<file path="src/rtl/obi_ram_arbiter_pkg.sv">
// Shared types and constants for the RAM-port arbiter: the OBI request and
// response channels, the requester count and outstanding-transaction depth,
// and the requester index map.
package obi_ram_arbiter_pkg;

    // OBI address/data phase driven by a requester
    typedef struct packed {
        logic        req;
        logic        we;
        logic [3:0]  be;
        logic [31:0] addr;
        logic [31:0] wdata;
    } obi_req_t;

    // OBI grant and response phase returned to a requester
    typedef struct packed {
        logic        gnt;
        logic        rvalid;
        logic [31:0] rdata;
    } obi_resp_t;

    // Requester slots on the shared RAM port; these match the crossbar master indices
    localparam int CORE_INSTR_IDX = 0;
    localparam int CORE_DATA_IDX  = 1;
    localparam int DEBUG_IDX      = 2;
    localparam int DMA_IDX        = 3;
    localparam int EXT_MASTER_IDX = 4;

    localparam int RAM_ARB_NREQ            = 5;
    localparam int RAM_ARB_MAX_OUTSTANDING = 2;

    // Round-robin successor of idx in the range 0..n-1
    function automatic int rr_next(input int idx, input int n);
        return (idx + 1 == n) ? 0 : idx + 1;
    endfunction

endpackage

</file>
<file path="src/rtl/obi_ram_arbiter_id_fifo.sv">
// In-order ID FIFO: holds the requester index of every granted transaction
// until its response returns. The head entry is valid combinationally.
module obi_id_fifo #(
    parameter  int WIDTH = 3,
    parameter  int DEPTH = 2,
    localparam int CNT_W = $clog2(DEPTH + 1)
) (
    input  logic             clk_i,
    input  logic             rst_i,
    input  logic             push_i,
    input  logic [WIDTH-1:0] data_i,
    input  logic             pop_i,
    output logic [WIDTH-1:0] data_o,
    output logic             full_o,
    output logic             empty_o,
    output logic [CNT_W-1:0] count_o
);
    localparam int PTR_W = (DEPTH > 1) ? $clog2(DEPTH) : 1;

    logic [WIDTH-1:0] mem [DEPTH];
    logic [PTR_W-1:0] wr_ptr_q;
    logic [PTR_W-1:0] rd_ptr_q;
    logic [CNT_W-1:0] count_q;
    logic             push_ok;
    logic             pop_ok;

    assign push_ok = push_i && !full_o;
    assign pop_ok  = pop_i && !empty_o;

    assign full_o  = (count_q == CNT_W'(DEPTH));
    assign empty_o = (count_q == '0);
    assign count_o = count_q;
    assign data_o  = mem[rd_ptr_q];

    // Pointer and occupancy bookkeeping; a simultaneous push and pop leaves the count unchanged
    // NOTE: state registers use non-blocking assignments so every flop samples pre-edge values.
    always_ff @(posedge clk_i or posedge rst_i) begin
        if (rst_i) begin
            wr_ptr_q <= '0;
            rd_ptr_q <= '0;
            count_q  <= '0;
        end else begin
            if (push_ok) begin
                wr_ptr_q <= (wr_ptr_q == PTR_W'(DEPTH - 1)) ? '0 : wr_ptr_q + PTR_W'(1);
            end
            if (pop_ok) begin
                rd_ptr_q <= (rd_ptr_q == PTR_W'(DEPTH - 1)) ? '0 : rd_ptr_q + PTR_W'(1);
            end
            case ({push_ok, pop_ok})
                2'b10:   count_q <= count_q + CNT_W'(1);
                2'b01:   count_q <= count_q - CNT_W'(1);
                default: count_q <= count_q;
            endcase
        end
    end

    // Entry storage
    // NOTE: the storage array has no reset; the count guarantees no entry is read before it is written.
    always_ff @(posedge clk_i) begin
        if (push_ok) begin
            mem[wr_ptr_q] <= data_i;
        end
    end

endmodule

</file>
<file path="src/rtl/obi_ram_arbiter.sv">
// Round-robin arbiter sharing the single RAM OBI slave port among NREQ
// requesters. The address phase is held stable while the RAM stalls, each
// accepted transaction's requester index is queued, and responses are steered
// back in order without the RAM knowing who asked.
module obi_ram_arbiter
    import obi_ram_arbiter_pkg::*;
#(
    parameter int NREQ            = RAM_ARB_NREQ,
    parameter int MAX_OUTSTANDING = RAM_ARB_MAX_OUTSTANDING
) (
    input  logic      clk_i,
    input  logic      rst_i,
    input  obi_req_t  master_req_i  [NREQ],
    output obi_resp_t master_resp_o [NREQ],
    output obi_req_t  slave_req_o,
    input  obi_resp_t slave_resp_i,
    output logic      busy_o,
    output logic      err_o
);
    localparam int IDX_W = (NREQ > 1) ? $clog2(NREQ) : 1;
    localparam int CNT_W = $clog2(MAX_OUTSTANDING + 1);

    logic [IDX_W-1:0] rr_ptr_q;
    logic [IDX_W-1:0] lock_idx_q;
    logic             lock_q;
    logic             err_q;

    logic [IDX_W-1:0] winner;
    logic [IDX_W-1:0] cand;
    logic             found;
    logic             active;
    logic             fwd_req;
    logic             handshake;
    logic             pop;
    logic             stray;

    logic [IDX_W-1:0] fifo_head;
    logic             fifo_full;
    logic             fifo_empty;
    logic [CNT_W-1:0] count_q;

    // Winner selection: the locked requester, else the first requester at or after the pointer
    // NOTE: every combinational output gets a default first so no path can infer a latch.
    always_comb begin
        winner = '0;
        cand   = '0;
        found  = 1'b0;
        if (lock_q) begin
            winner = lock_idx_q;
            found  = 1'b1;
        end else begin
            for (int k = 0; k < NREQ; k++) begin
                cand = IDX_W'((int'(rr_ptr_q) + k) % NREQ);
                if (!found && master_req_i[cand].req) begin
                    found  = 1'b1;
                    winner = cand;
                end
            end
        end
    end

    // A request leaves only while fewer than MAX_OUTSTANDING responses are pending;
    // a pop in the same cycle does not free a slot, so gnt never depends on rvalid.
    assign active    = !rst_i && found && master_req_i[winner].req;
    assign fwd_req   = active && !fifo_full;
    assign handshake = fwd_req && slave_resp_i.gnt;
    assign pop       = !rst_i && slave_resp_i.rvalid && !fifo_empty;
    assign stray     = !rst_i && slave_resp_i.rvalid && fifo_empty;

    // Forward the winner's address phase to the RAM; idle bus when nobody is asking
    always_comb begin
        slave_req_o = '0;
        if (active) begin
            slave_req_o     = master_req_i[winner];
            slave_req_o.req = fwd_req;
        end
    end

    // Grant goes to the winner only; rvalid goes to the FIFO head; rdata is broadcast
    always_comb begin
        for (int i = 0; i < NREQ; i++) begin
            master_resp_o[i].gnt    = 1'b0;
            master_resp_o[i].rvalid = 1'b0;
            master_resp_o[i].rdata  = rst_i ? '0 : slave_resp_i.rdata;
            if (handshake && (winner == IDX_W'(i))) begin
                master_resp_o[i].gnt = 1'b1;
            end
            if (pop && (fifo_head == IDX_W'(i))) begin
                master_resp_o[i].rvalid = 1'b1;
            end
        end
    end

    // Round-robin pointer, address-phase lock and sticky stray-response flag
    always_ff @(posedge clk_i or posedge rst_i) begin
        if (rst_i) begin
            rr_ptr_q   <= '0;
            lock_q     <= 1'b0;
            lock_idx_q <= '0;
            err_q      <= 1'b0;
        end else begin
            if (handshake) begin
                rr_ptr_q <= IDX_W'(rr_next(int'(winner), NREQ));
                lock_q   <= 1'b0;
            end else if (fwd_req) begin
                lock_q     <= 1'b1;
                lock_idx_q <= winner;
            end
            if (stray) begin
                err_q <= 1'b1;
            end
        end
    end

    obi_id_fifo #(
        .WIDTH (IDX_W),
        .DEPTH (MAX_OUTSTANDING)
    ) u_id_fifo (
        .clk_i   (clk_i),
        .rst_i   (rst_i),
        .push_i  (handshake),
        .data_i  (winner),
        .pop_i   (pop),
        .data_o  (fifo_head),
        .full_o  (fifo_full),
        .empty_o (fifo_empty),
        .count_o (count_q)
    );

    assign busy_o = lock_q || (count_q != '0);
    assign err_o  = err_q;

endmodule

</file>
<file path="config.mk">
export PLATFORM = sky130hd
export DESIGN_NAME = obi_ram_arbiter
export DESIGN_NICKNAME = d
export VERILOG_FILES = /design/src/rtl/obi_ram_arbiter_pkg.sv /design/src/rtl/obi_ram_arbiter_id_fifo.sv /design/src/rtl/obi_ram_arbiter.sv
export SDC_FILE = /design/constraint.sdc
export NUM_CORES = 1
export LEC_CHECK = 0
export ABC_AREA = 1
export BUFFER_PORTS_ARGS = -buffer_cell sky130_fd_sc_hd__buf_2
export CAP_MARGIN = 10
export CORE_AREA = 2 2 248 250
export DETAILED_ROUTE_END_ITERATION = 10
export DIE_AREA = 0 0 250 252
export GPL_TIMING_DRIVEN = 0
export PLACE_DENSITY = 0.44
export SLEW_MARGIN = 15
export SYNTH_ARGS = -nofsm -noshare
export SYNTH_HDL_FRONTEND = slang
export SYNTH_SLANG_ARGS = --single-unit
</file>
<file path="constraint.sdc">
create_clock -name clk_i -period 4.8 [get_ports clk_i]
set_input_delay 0.24 -clock clk_i [delete_from_list [all_inputs] [get_ports clk_i]]
set_output_delay 0.24 -clock clk_i [all_outputs]
set_load 0.005 [all_outputs]
</file>
==> out/results.tsv <==
metric	value	unit
Vias	10616	
EDFF count, synth	6	
vias in the first global route	10244	
final WL	50.41	mm
yosys warns	0	
drt drc	0	
family with the most delay on the worst path	buffers and inverters	
Netlist cell types	43	
largest area contributor in the netlist	nor2_1	
IO buf count	626	
CTS tree	yes	
GRT overflow	0	
Final ANT Viol Nets	0	
CP Depth	33	
relative slew slack	56.97	%
Vias/cell	3.866	
reg2reg setup slack	0.22	ns
Tot GR Track Use	14.90	%
DRT iter0 DRCs	620	
global-route track usage on met2	27.46	%
CP Capture Type	primary output	
layout cells sized above 1	53.85	%
Yosys reg bits	18	
GR peak layer	met2	
Max Fclk	209.3	MHz
post-synth top area share	19.18	%
Syn Inst Count	1258	
register area share after synthesis	7.158	%
Core Rows	90	
syn avg cell area	5.336	sq um
data required time of the worst path	4.56	ns
post-synthesis async set-or-reset flop share	66.67	%
commonest non-fill, non-tap cell in the layout	buf_2	
Slowest Stage Delay on Critical Path	0.42	ns
Critical Path Start Type	flip-flop	
Synth Net Count	1666	
Least-Margin Pin Slew	0.6431	ns
Die Y	252	microns
Worst Path Max Fanout	7	
Finished Core Util	20.90	%
RR Startpoint	rr_ptr_q[0]	
CTS Buf Count	3	
Setup CP Type	flip-flop to primary output	
num ports	628	
met1 Use GR	17.57	%
DR WL/cell	18.36	microns
Min-Delay Path Class	primary input to async pin	
Top FF cell, synth	dfrtp_1	
initial antenna violation count	8	
grt met3 use	3.126	%
clk buf depth	2	
first-pass GRT wire length	69.43	mm
setup_tns	0	ns
minimum clock period	4.778	ns
FF-to-FF path depth	35	
RSZ-0062 raised after global routing	true	
NumNets Final	2372	
final setup fails	0	
post-DP HPWL	41.69	mm
clock sinks	18	
most used cell, CP	nand2_2	
Root Buffer	clkbuf_16	
Buf/Inv on CP	12	
Tcrit/Tclk final	99.53	%
outcome	completed	
Synth area leaders	nor2_1 (19%), buf_4 (16%), o21ai_0 (11%)	
Critical Path AT	4.54	ns
CTS clock-pin slew for the worst setup and hold paths	0.05	ns
worst skew pair latency	0.25	ns
Min Hold Slack	0.2546	ns
most frequent cells in the layout	buf_2 (626), nor2_1 (331), buf_4 (200)	
final number of max-transition violations	0	
Crit Reg-Reg Endpoint	u_id_fifo.count_o[1]	
first-pass iteration count of the detailed router	6	
cell area after synthesis	6713	sq um
area of the die	63000	sq um
H-tree levels	1	
CP max stage cell	dfrtp_2	
Max-cap violations	0	
core footprint	60130	sq um
Area growth syn-to-layout	87.25	%
die width	250	microns
routability congestion estimate	0.9146	
Setup Skew	0.004534	ns
pin count of the biggest net entering global routing	16	
Hold Vio Cnt, Final	0	
starting density of the core	11.16	%
flip-flops by register name (all words and copies together) (netlist names):
register and cells:
lock_idx_q 3, lock_q 1, err_o 1, u_id_fifo.rd_ptr_q 1
u_id_fifo.wr_ptr_q 1, rr_ptr_q 3, u_id_fifo.mem 6, u_id_fifo.count_o 2
metal layers:
layer / part of all wire (%) / vias to the layer above / wire length [microns]
met5: 0.042 / - / 21
met4: 2.9 / 4 / 1479
met3: 7.1 / 58 / 3572
met2: 50 / 495 / 25110
met1: 40 / 4716 / 20220
li1: - / 5343 / -
metrics by stage:
step | worst slack [ns] | cells | area (sq um)
6_report | 0.02243 | 2746 | 12570
4_1_cts | 0.0002527 | 2717 | 11880
2_1_floorplan | 0.5145 | 1258 | 6713
3_5_place_dp | -1.451 | 2666 | 10820
5_1_grt | -0.1783 | 2746 | 12570
3_3_place_gp | -1.831 | 2666 | 10820
logic make-up (layout without fill, tap and decap cells):
logic type               Yosys count  count (layout)  share of synthesized area (%)
AO/OA/AOI/OAI                    244             244                          19.66
XOR/XNOR                           7               7                         0.9133
adder cells (fa/ha/maj)           22              22                          4.101
buffers and inverters            292             996                          25.01
flip-flops                        18              18                          7.157
multiplexers                       1               1                         0.1491
other                              0               1                              0
AND/OR/NAND/NOR                  674             675                          43.00
cells in the mapped netlist, types with 9 or more instances:
library cell and instances:
nand2_2 18, nand3_1 103, inv_1 78, a21oi_2 12, nand4_1 16, nand3_2 10
nor2_1 343, o21ai_0 145, a21oi_1 64, ha_1 22, nand2_1 171, inv_2 11
clkbuf_1 37, dfrtp_1 12, buf_4 140, o21ai_1 9, buf_2 20
worst max-delay path by stage:
stage                     start              endpoint  slack, ns
finish              rr_ptr_q[0]       slave_req_o[37]       0.02
global route        rr_ptr_q[1]       slave_req_o[37]      -0.18
CTS                 rr_ptr_q[0]       slave_req_o[26]     0.0003
detailed placement  rr_ptr_q[0]       slave_req_o[26]      -1.45
global placement    rr_ptr_q[0]       slave_req_o[26]      -1.83
floorplan           rr_ptr_q[0]  u_id_fifo.count_o[1]       0.51
final cells by class:
| cell class | count | area (sq um) |
|---|---|---|
| fillers | 7091 | 47560 |
| repair buffers | 701 | 3910 |
| inverters | 90 | 382.9 |
| multi-input cells | 949 | 5131 |
| clock buffers | 3 | 75.07 |
| clock inverters | 1 | 3.754 |
| flip-flops and latches | 18 | 484.2 |
| well taps | 782 | 978.4 |
| plain buffers | 201 | 1602 |
| diodes | 1 | 2.502 |
what timing repair did:
action,in CTS,in global routing
endpoints found under the setup margin,90,78
setup buffers,44,28
resized for setup,173,131
hold buffers,0,0
hold endpoints to repair,0,0
pin swaps,34,52
gates cloned,3,1
Power is left out: the tool's default activity adds up to more than one toggle a clock period on the data nets, which glitch-free logic cannot reach.
